[src/rtl/pmem_multi_arbiter_pkg.sv]
// Shared arbiter types: FSM state and operation enums, port-count limit and the
// round-robin pointer wrap helper.
package rv32i_types;

    localparam int ARB_MAX_REQ = 8;
    localparam int ARB_IDX_W   = $clog2(ARB_MAX_REQ);

    typedef enum logic [2:0] {
        IDLE,
        ISSUE,
        READ,
        WRITE,
        FINISH
    } arb_state_t;

    typedef enum logic {
        OP_READ,
        OP_WRITE
    } arb_op_t;

    // Next round-robin start after serving idx; port 0 never takes part in the rotation.
    function automatic logic [ARB_IDX_W-1:0] arb_next_ptr(input logic [ARB_IDX_W-1:0] idx,
                                                          input int num_req);
        if (int'(idx) >= num_req - 1)
            return ARB_IDX_W'(1);
        return ARB_IDX_W'(int'(idx) + 1);
    endfunction

endpackage

[src/rtl/pmem_multi_arbiter_rr_picker.sv]
// Combinational round-robin picker over ports 1..NUM_REQ-1, starting the scan at
// rr_ptr and wrapping from NUM_REQ-1 back to 1.
module rr_picker
    import rv32i_types::*;
#(
    parameter int NUM_REQ = 3
) (
    input  logic [NUM_REQ-1:0]   active,
    input  logic [ARB_IDX_W-1:0] rr_ptr,
    output logic [ARB_IDX_W-1:0] pick,
    output logic                 valid
);

    int idx;

    always_comb begin
        pick  = '0;
        valid = 1'b0;
        idx   = 0;
        for (int k = 0; k < NUM_REQ - 1; k++) begin
            idx = ((int'(rr_ptr) - 1 + k) % (NUM_REQ - 1)) + 1;
            if (!valid && active[idx]) begin
                valid = 1'b1;
                pick  = ARB_IDX_W'(idx);
            end
        end
    end

endmodule

[src/rtl/pmem_multi_arbiter.sv]
// Physical-memory arbiter: fixed-priority demand port 0, round-robin ports 1..N-1,
// broadcast read completion with same-line read merging.
// Optional performance counters are built when PMEM_ARB_PERF_EN is defined.
module pmem_multi_arbiter
    import rv32i_types::*;
#(
    parameter int NUM_REQ  = 3,
    parameter int ADDR_W   = 32,
    parameter int LINE_W   = 256,
    parameter int OFFSET_W = 5
) (
    input  logic                      clk,
    input  logic                      reset_n,
    input  logic [NUM_REQ-1:0]        req_read,
    input  logic [NUM_REQ-1:0]        req_write,
    input  logic [NUM_REQ*ADDR_W-1:0] req_addr,
    input  logic [NUM_REQ*LINE_W-1:0] req_wdata,
    output logic [LINE_W-1:0]         req_rdata,
    output logic [NUM_REQ-1:0]        req_resp,
    output logic                      pmem_read,
    output logic                      pmem_write,
    output logic [ADDR_W-1:0]         pmem_address,
    output logic [LINE_W-1:0]         pmem_wdata,
    input  logic                      pmem_resp,
    input  logic [LINE_W-1:0]         pmem_rdata
`ifdef PMEM_ARB_PERF_EN
    ,
    output logic [NUM_REQ*32-1:0]     perf_grants,
    output logic [31:0]               perf_merges
`endif
);

    arb_state_t state, state_next;
    arb_op_t    op_q;

    logic [ARB_IDX_W-1:0]       grant_q, grant_idx, rr_ptr, pick;
    logic                       pick_valid, grant_fire;
    logic [NUM_REQ-1:0]         active, hit;
    logic                       sel_write;
    logic [ADDR_W-1:0]          sel_addr;
    logic [LINE_W-1:0]          sel_wdata;
    logic [ADDR_W-OFFSET_W-1:0] line_q;

    assign active     = req_read | req_write;
    assign grant_fire = active[0] | pick_valid;
    assign grant_idx  = active[0] ? '0 : pick;
    assign line_q     = pmem_address[ADDR_W-1:OFFSET_W];

    rr_picker #(.NUM_REQ(NUM_REQ)) u_rr_picker (
        .active (active),
        .rr_ptr (rr_ptr),
        .pick   (pick),
        .valid  (pick_valid)
    );

    // Granted-port mux plus the completion set: the grant itself and, for reads only,
    // every other port currently reading the latched line.
    always_comb begin
        sel_write = 1'b0;
        sel_addr  = '0;
        sel_wdata = '0;
        hit       = '0;
        for (int j = 0; j < NUM_REQ; j++) begin
            if (j == int'(grant_q)) begin
                sel_write = req_write[j];
                sel_addr  = req_addr[j*ADDR_W +: ADDR_W];
                sel_wdata = req_wdata[j*LINE_W +: LINE_W];
                hit[j]    = 1'b1;
            end else if (op_q == OP_READ && req_read[j] &&
                         req_addr[j*ADDR_W+OFFSET_W +: ADDR_W-OFFSET_W] == line_q) begin
                hit[j] = 1'b1;
            end
        end
    end

    always_comb begin
        state_next = state;
        req_resp   = '0;
        unique case (state)
            IDLE:        if (grant_fire) state_next = ISSUE;
            ISSUE:       state_next = sel_write ? WRITE : READ;
            READ, WRITE: if (pmem_resp) state_next = FINISH;
            FINISH: begin
                state_next = IDLE;
                req_resp   = hit;
            end
            default:     state_next = IDLE;
        endcase
    end

    // Strobes come from the state register only, never from requester inputs.
    assign pmem_read  = (state == READ);
    assign pmem_write = (state == WRITE);

    always_ff @(posedge clk or negedge reset_n) begin
        if (!reset_n) begin
            state        <= IDLE;
            rr_ptr       <= ARB_IDX_W'(1);
            grant_q      <= '0;
            op_q         <= OP_READ;
            pmem_address <= '0;
            pmem_wdata   <= '0;
            req_rdata    <= '0;
        end else begin
            state <= state_next;
            if (state == IDLE && grant_fire)
                grant_q <= grant_idx;
            if (state == ISSUE) begin
                pmem_address <= sel_addr;
                pmem_wdata   <= sel_wdata;
                op_q         <= sel_write ? OP_WRITE : OP_READ;
            end
            if (state == READ && pmem_resp)
                req_rdata <= pmem_rdata;
            if (state == FINISH && grant_q != '0)
                rr_ptr <= arb_next_ptr(grant_q, NUM_REQ);
        end
    end

`ifdef PMEM_ARB_PERF_EN
    localparam int CNT_W = ARB_IDX_W + 1;

    logic [CNT_W-1:0] merge_cnt;
    logic [32:0]      merge_sum;

    always_comb begin
        merge_cnt = '0;
        for (int j = 0; j < NUM_REQ; j++)
            if (hit[j] && j != int'(grant_q))
                merge_cnt = merge_cnt + CNT_W'(1);
    end

    assign merge_sum = {1'b0, perf_merges} + 33'(merge_cnt);

    // Saturating counters; merges only accumulate in FINISH, where hit is meaningful.
    always_ff @(posedge clk or negedge reset_n) begin
        if (!reset_n) begin
            perf_grants <= '0;
            perf_merges <= '0;
        end else begin
            if (state == IDLE && grant_fire)
                for (int j = 0; j < NUM_REQ; j++)
                    if (j == int'(grant_idx) && perf_grants[j*32 +: 32] != '1)
                        perf_grants[j*32 +: 32] <= perf_grants[j*32 +: 32] + 32'd1;
            if (state == FINISH)
                perf_merges <= merge_sum[32] ? '1 : merge_sum[31:0];
        end
    end
`endif

endmodule

[config.mk]
export PLATFORM = sky130hd
export DESIGN_NAME = pmem_multi_arbiter
export DESIGN_NICKNAME = d
export VERILOG_FILES = /design/src/rtl/pmem_multi_arbiter_pkg.sv /design/src/rtl/pmem_multi_arbiter_rr_picker.sv /design/src/rtl/pmem_multi_arbiter.sv
export SDC_FILE = /design/constraint.sdc
export NUM_CORES = 1
export LEC_CHECK = 0
export CORE_AREA = 2 2 646 648
export DETAILED_ROUTE_END_ITERATION = 12
export DIE_AREA = 0 0 648 650
export GPL_ROUTABILITY_DRIVEN = 0
export GPL_TIMING_DRIVEN = 0
export PLACE_DENSITY_LB_ADDON = 0.08
export RECOVER_POWER = 100
export SYNTH_ARGS = -nofsm -noshare
export SYNTH_HDL_FRONTEND = slang
export SYNTH_SLANG_ARGS = --single-unit
[constraint.sdc]
create_clock -name clk -period 1.7 [get_ports clk]
set_input_delay 0.17 -clock clk [delete_from_list [all_inputs] [get_ports clk]]
set_output_delay 0.17 -clock clk [all_outputs]
set_load 0.005 [all_outputs]
==> summary.txt, run 1 <==
Global route
  – Initial antenna violation count: 245
  – GR Util met1: 17.6%
  – First-pass GRT wire length: 423 mm
  – Most Crowded Layer GR: met2
  – GRT Resource Usage Total: 15.7%
  – Grt total ovfl: 0
  – Largest net degree at the start of global routing: 85
  – Grt met3 use: 4.33%
  – Vias in the first global route: 33619
  – GRT met2 Usage: 29.8%

Cells and area
  – Final core utilization: 16.0%
  – Final instance area: 66600 µm²
  – FILL cells: 46265
  – Share of cells above drive strength 1: 30.4%
  – Area grow syn2layout: 156%
  – Nets: 5858

CTS
  – Clock transition at path regs: 60 ps
  – H-Tree Depth: 3
  – Worst skew pair latency: 860 ps
  – Cts bufs inserted: 98
  – CTS Buffer Depth: 4
  – CTS tree: built
  – CTS Sinks: 554
  – Clock root cell: clkbuf_16

Worst setup path
  – Crit path required time: 1530 ps
  – Crit-path slowest cell: or4_4
  – CP Class: flip-flop to output pin
  – Crit path cell chain: xnor2_4, nand4_1, or4_4, o22ai_4, buf_6
  – Family with the most delay on the worst path: simple AND/OR/NAND/NOR gates
  – Crit. End Element: output pin
  – Worst setup SP type: flip-flop
  – Arrival time at the worst endpoint: 2510 ps
  – Bufs and invs on worst path: 1
  – Worst Path Max Fanout: 4
  – Max incr delay on CP: 550 ps

Place
  – Number of I/O port buffers: 1677
  – Placed Area: 50800 µm²
  – Placed wire-length estimate: 289 mm

Yosys
  – Post-Syn Area per Cell: 11.1 µm²
  – Mapped Nets: 3483
  – Syn Inst Count: 2350
  – Ranking of synthesized cells by area: dfrtp_1 53%, a221oi_1 9.7%, mux2_1 8.7%
  – Mapped cell area: 26000 µm²
  – Number of synthesized register bits: 554
  – Synth cell types: 38
  – Ys Warns: 0
  – Synth area leader: dfrtp_1
  – Top cell type's share of synthesized area: 53.2%
  – Register area share after synthesis: 53.4%

Outcome
  – Failing checks: negative setup slack
  – Status: finished, violations left

STA
  – Fmax: 0.373 GHz
  – Worst slew pin tran: 818 ps
  – Hold_ws: 67.8 ps
  – Fin Setup TNS: -580740 ps
  – Max-slew violations: 0
  – Max_slew headroom: 45.4%
  – Final Cycle Share: 158%
  – Final WS setup: -978 ps
  – Setup violators final: 1044
  – Max Clock Skew: 66.5 ps
  – Final hold viol count: 0
  – RSZ-0062 raised after global routing: true
  – Final Critical Period: 2680 ps

Floorplan
  – Core area: 415000 µm²
  – Initial Utilization: 6.26%
  – I/O pins: 1678
  – Die area: 421000 µm²
  – DIE HEIGHT: 650 µm
  – Placement Rows: 237
  – Chip width: 648 µm

Detailed routing
  – DRT iter0 DRCs: 1488
  – DR WL/cell: 33.6 µm
  – Post-route antenna net violation count: 0
  – Via count: 31888
  – Post-Route WL: 348 mm
  – Number of remaining DRC errors: 0
  – Routed vias/inst: 3.08
  – First drt pass iteration count: 7

Power and ir drop
  – Cell area power density: 1690 nW/µm²
  – Peak supply drop: 0.000682 V
  – Final Power: 113000 µW
  – P_leak: 0.0274 µW

Run
  – Max_cap viols: 0

Worst hold path
  – HP Class: input port to flip-flop
[power by group]
group	leakage [µW]	switching, µW	internal, µW
Clock	0.00148	8690	11800
Sequential	0.00671	4990	19800
Combinational	0.0192	35500	31900
Total	0.0274	49200	63500
[what timing repair did]
action | CTS | global route
setup buffers | 92 | 107
gates resized for setup | 817 | 1589
hold buffers | 380 | 1
pin swaps | 401 | 266
setup endpoints to repair | 1095 | 1395
hold endpoints to repair | 477 | 113
gates cloned | 34 | 25
[cell usage in the layout (no fill, tap or decap), drive strengths merged, types with 4 or more instances in the layout]
master / n
xnor2: 33
clkbuf: 532
xor2: 48
nor4: 13
o31ai: 289
nand2: 297
inv: 6
diode: 74
buf: 366
dfrtp: 553
nand4: 12
and2: 4
a221oi: 288
clkdlybuf4s50: 1127
mux2: 256
dlymetal6s2s: 242
nor2: 294
dlygate4sd3: 373
bufinv: 4
nor2b: 4
o21ai: 7
clkinv: 10
ha: 4
[state kept, by name (all words and copies together) (netlist names)]
register      cells
state             3
grant_q           3
req_rdata       256
op_q              1
pmem_address     32
pmem_wdata      256
rr_ptr            3
[worst paths after layout]
check / slack [ps] / start / endpoint / cells after the start
min reg2reg: 470 / pmem_wdata[250] / pmem_wdata[250] / 2
max reg2reg: -900 / grant_q[1] / pmem_wdata[116] / 13
min: 70 / pmem_rdata[97] / req_rdata[97] / 2
max: -980 / pmem_address[13] / req_resp[0] / 5
min in group asynchronous: 1210 / reset_n / req_rdata[30] / 9
max in group asynchronous: -900 / reset_n / state[1] / 11
[stage by stage]
step | std cells | setup WS, ps
after detailed placement | 9531 | -2050
after global placement | 9524 | -34000
after CTS | 10201 | -1150
final | 10363 | -978
after global routing | 10324 | -1130
after floorplan | 2350 | -51.7
[layout make-up]
cell class | count | area [µm²] | area share (%)
Multi-Input combinational cell | 1573 | 16600 | 24.9
Buffer | 207 | 2450 | 3.68
Inverter | 2 | 10.0 | 0.0150
Clock buffer | 146 | 2770 | 4.16
Antenna cell | 74 | 185 | 0.278
Sequential cell | 554 | 13900 | 20.9
Timing Repair Buffer | 2289 | 23500 | 35.3
Clock inverter | 21 | 265 | 0.398
Tap cell | 5497 | 6880 | 10.3
[cell usage after synthesis]
cell / n
nand4_1: 12
o21ai_1: 1
a221oi_1: 288
o32ai_1: 1
nor2_4: 1
buf_4: 2
mux2_1: 200
o21ai_0: 6
ha_1: 4
nor4_1: 13
dfrtp_1: 553
nor3_1: 2
dfstp_2: 1
xor2_1: 48
mux2_2: 56
xnor2_1: 33
nor2b_1: 4
nand2_1: 297
nor2_1: 293
a22o_1: 1
a211oi_1: 1
buf_1: 2
or4_1: 3
o22ai_1: 3
nand3_1: 2
and2_1: 4
nand2b_1: 3
o31ai_1: 289
o221ai_1: 1
a21o_1: 1
buf_2: 64
inv_1: 2
a21oi_1: 3
nand3b_1: 1
or3b_1: 1
a2111o_1: 1
clkbuf_1: 122
buf_6: 31
[routing by layer]
layer	part of all wire, %	vias to the layer above	routed length [µm]
met1	38	16209	133000
met2	52	1357	182000
met4	2.7	112	9240
li1	-	13725	-
met5	0.21	-	745
met3	6.9	485	24000
[cell families (layout without fill, tap and decap cells)]
group / Yosys count / in the layout / synth area share, %
AO/OA/AOI/OAI: 596 / 596 / 18.5
XOR/XNOR: 81 / 81 / 2.73
adder cells (fa/ha/maj): 4 / 4 / 0.193
buffers and inverters: 223 / 2665 / 4.45
flip-flops: 554 / 554 / 53.4
multiplexers: 256 / 256 / 11.1
other: 0 / 74 / 0
AND/OR/NAND/NOR: 636 / 636 / 9.66
(Power assumes the default switching activity.)
==> run 2: changes to the inputs <==
--- a/config.mk
+++ b/config.mk
@@ -12,6 +12,7 @@
 export GPL_TIMING_DRIVEN = 0
 export PLACE_DENSITY_LB_ADDON = 0.08
 export RECOVER_POWER = 100
+export SLEW_MARGIN = 20
 export SYNTH_ARGS = -nofsm -noshare
 export SYNTH_HDL_FRONTEND = slang
 export SYNTH_SLANG_ARGS = --single-unit
==> run 2 against run 1 <==
Net effect: the run still ends with negative setup slack left; power is 1.7% higher; largest power group unchanged; utilization down 0.13 points; maximum frequency fell by 1.1%; die area is the same; critical path type unchanged; via count shrank 0.72%; sequential power hardly changed; hold slack got worse by 22 ps; combinational power is 2% higher; register-to-register slack improved by 80 ps; critical path depth did not move.
==> summary.txt, run 2 (synthesis gave the netlist of run 1 again) <==
Global route
  – GRT Resource Usage Total: 15.6%
  – Grt total ovfl: 0
  – First-pass GRT wire length: 419 mm
  – Largest net degree at the start of global routing: 73
  – Initial antenna violation count: 239
  – Vias in the first global route: 33690

Power and ir drop
  – Peak supply drop: 0.000804 V
  – P_leak: 0.0242 µW
  – Cell area power density: 1740 nW/µm²

STA
  – Setup violators final: 1348
  – Fmax: 0.369 GHz
  – Max-slew violations: 0
  – Max Clock Skew: 59.5 ps
  – Final WS setup: -1010 ps
  – Final hold viol count: 0
  – Final Critical Period: 2710 ps
  – Max_slew headroom: 6.70%
  – RSZ-0062 raised after global routing: true
  – Worst slew pin tran: 1400 ps
  – Final Cycle Share: 159%

Detailed routing
  – Routed vias/inst: 3.05
  – Number of remaining DRC errors: 0
  – DRT iter0 DRCs: 1557
  – Via count: 31657
  – Post-route antenna net violation count: 0
  – First drt pass iteration count: 6
  – DR WL/cell: 33.0 µm
  – Post-Route WL: 343 mm

CTS
  – CTS Buffer Depth: 4
  – H-Tree Depth: 3
  – Worst skew pair latency: 870 ps
  – Clock root cell: clkbuf_16
  – CTS Sinks: 554
  – Clock transition at path regs: 60 ps
  – CTS tree: built
  – Cts bufs inserted: 100

Cells and area
  – Biggest regs: pmem_wdata: 256 flops, req_rdata: 256 flops, pmem_address: 32 flops
  – Nets: 5844
  – Final instance area: 66000 µm²
  – Area grow syn2layout: 154%
  – FILL cells: 46270
  – Share of cells above drive strength 1: 21.6%
  – Commonest non-fill, non-tap cell in the layout: clkdlybuf4s50_1
  – Most frequent cells in the layout: 1667 x clkdlybuf4s50_1, 530 x dfrtp_1, 390 x dlygate4sd3_1, 297 x nand2_1, 250 x o31ai_1

Worst setup path
  – Worst setup SP type: flip-flop
  – Crit. End Element: output pin
  – R2R Setup Slk: -820 ps
  – Crit path required time: 1530 ps
  – Crit path cell chain: xnor2_4, nand4_1, or4_4, o22ai_2, buf_6
  – CP Class: flip-flop to output pin
  – Family with the most delay on the worst path: simple AND/OR/NAND/NOR gates
  – Arrival time at the worst endpoint: 2540 ps
  – Crit-path slowest cell: or4_4
  – Bufs and invs on worst path: 1
  – Worst Path Max Fanout: 5
  – Max incr delay on CP: 530 ps

Place
  – Placed wire-length estimate: 289 mm
  – Pre-CTS WS: -2050 ps
  – Placed Area: 50900 µm²
  – Number of I/O port buffers: 1677

Floorplan
  – Core area: 415000 µm²
  – Die area: 421000 µm²
  – I/O pins: 1678
  – Initial Utilization: 6.26%
  – Chip width: 648 µm
  – DIE HEIGHT: 650 µm
  – Placement Rows: 237

Run
  – Max_cap viols: 0

Worst hold path
  – HP Class: input port to flip-flop

Outcome
  – Failing checks: negative setup slack
  – Status: finished, violations left
==> run 2: cell count changes in the layout (fill, tap and decap cells not counted), moves of 126 or more <==
cell and delta:
clkbuf_2 -126, mux2_1 +177, clkdlybuf4s50_1 +540, mux2_4 -223
clkbuf_1 -126, dlymetal6s2s_1 -242
==> run 2: cell type report <==
type                            instances  area, µm²  share of cell area, %
Buffer                                208       2660                   4.03
Multi-Input combinational cell       1573      15400                   23.3
Clock buffer                          149       2890                   4.37
Clock inverter                         25        338                  0.512
Timing Repair Buffer                 2272      23700                   36.0
Sequential cell                       554      13900                   21.0
Tap cell                             5497       6880                   10.4
Antenna cell                          101        253                  0.383
Inverter                                2       7.51                 0.0114
==> run 2: layer usage <==
metal / track usage (%) / part of all wire [%]
met1: 17.0 / 38
met2: 29.3 / 52
met3: 4.83 / 7.3
met4: 3.30 / 2.5
met5: 0 / 0.19
==> run 2: repair_timing <==
item / in CTS / in global routing
endpoints found under the setup margin: 1095 / 1459
pin swaps: 427 / 157
endpoints found under the hold margin: 695 / 6
hold buffers: 392 / 1
cloned: 21 / 13
resized for setup: 854 / 294
setup buffers: 109 / 56
==> run 2: final timing paths <==
| kind | from | cells past startpoint | endpoint |
|---|---|---|---|
| worst max-delay path | pmem_address[13] | 5 | req_resp[0] |
| worst min-delay path | pmem_rdata[245] | 2 | req_rdata[245] |
| worst max register to register | grant_q[0] | 12 | pmem_wdata[197] |
| worst min register to register | pmem_wdata[238] | 2 | pmem_wdata[238] |
| max in group asynchronous | reset_n | 6 | pmem_wdata[96] |
| min in group asynchronous | reset_n | 4 | req_rdata[189] |
==> run 2: report_power, final <==
| group | leakage, µW | total, µW | switching (µW) | internal (µW) |
|---|---|---|---|---|
| logic | 0.0159 | 68800 | 34700 | 34000 |
| registers | 0.00676 | 24700 | 4920 | 19700 |
| clock network | 0.00157 | 21200 | 8610 | 12500 |
| total | 0.0242 | 115000 | 48300 | 66300 |
==> run 2: worst register-to-register path, stage by stage, from the launching register on <==
cell and delay [ps]:
dfrtp_2 430, buf_6 130, ha_4 150, nor2b_4 130, buf_6 120, buf_12 130
buf_12 120, buf_12 130, buf_16 160, buf_12 170, clkbuf_16 170, a221oi_4 470
o31ai_1 120
==> run 2: stage by stage <==
| stage | cells | total power [µW] | hold WS, ps | util [%] | setup TNS (ps) |
|---|---|---|---|---|---|
| 2_1_floorplan | 2350 | 41400 | -126 | - | -5460 |
| 3_3_place_gp | 9524 | 78100 | 464 | 12.2 | - |
| 3_5_place_dp | 9536 | 78000 | 68.2 | 12.3 | -640500 |
| 4_1_cts | 10227 | 113000 | 0.0758 | 15.5 | -658430 |
| 5_1_grt | 10330 | 121000 | 19.0 | 15.9 | -719600 |
| 6_report | 10381 | 115000 | 45.4 | 15.9 | -522690 |
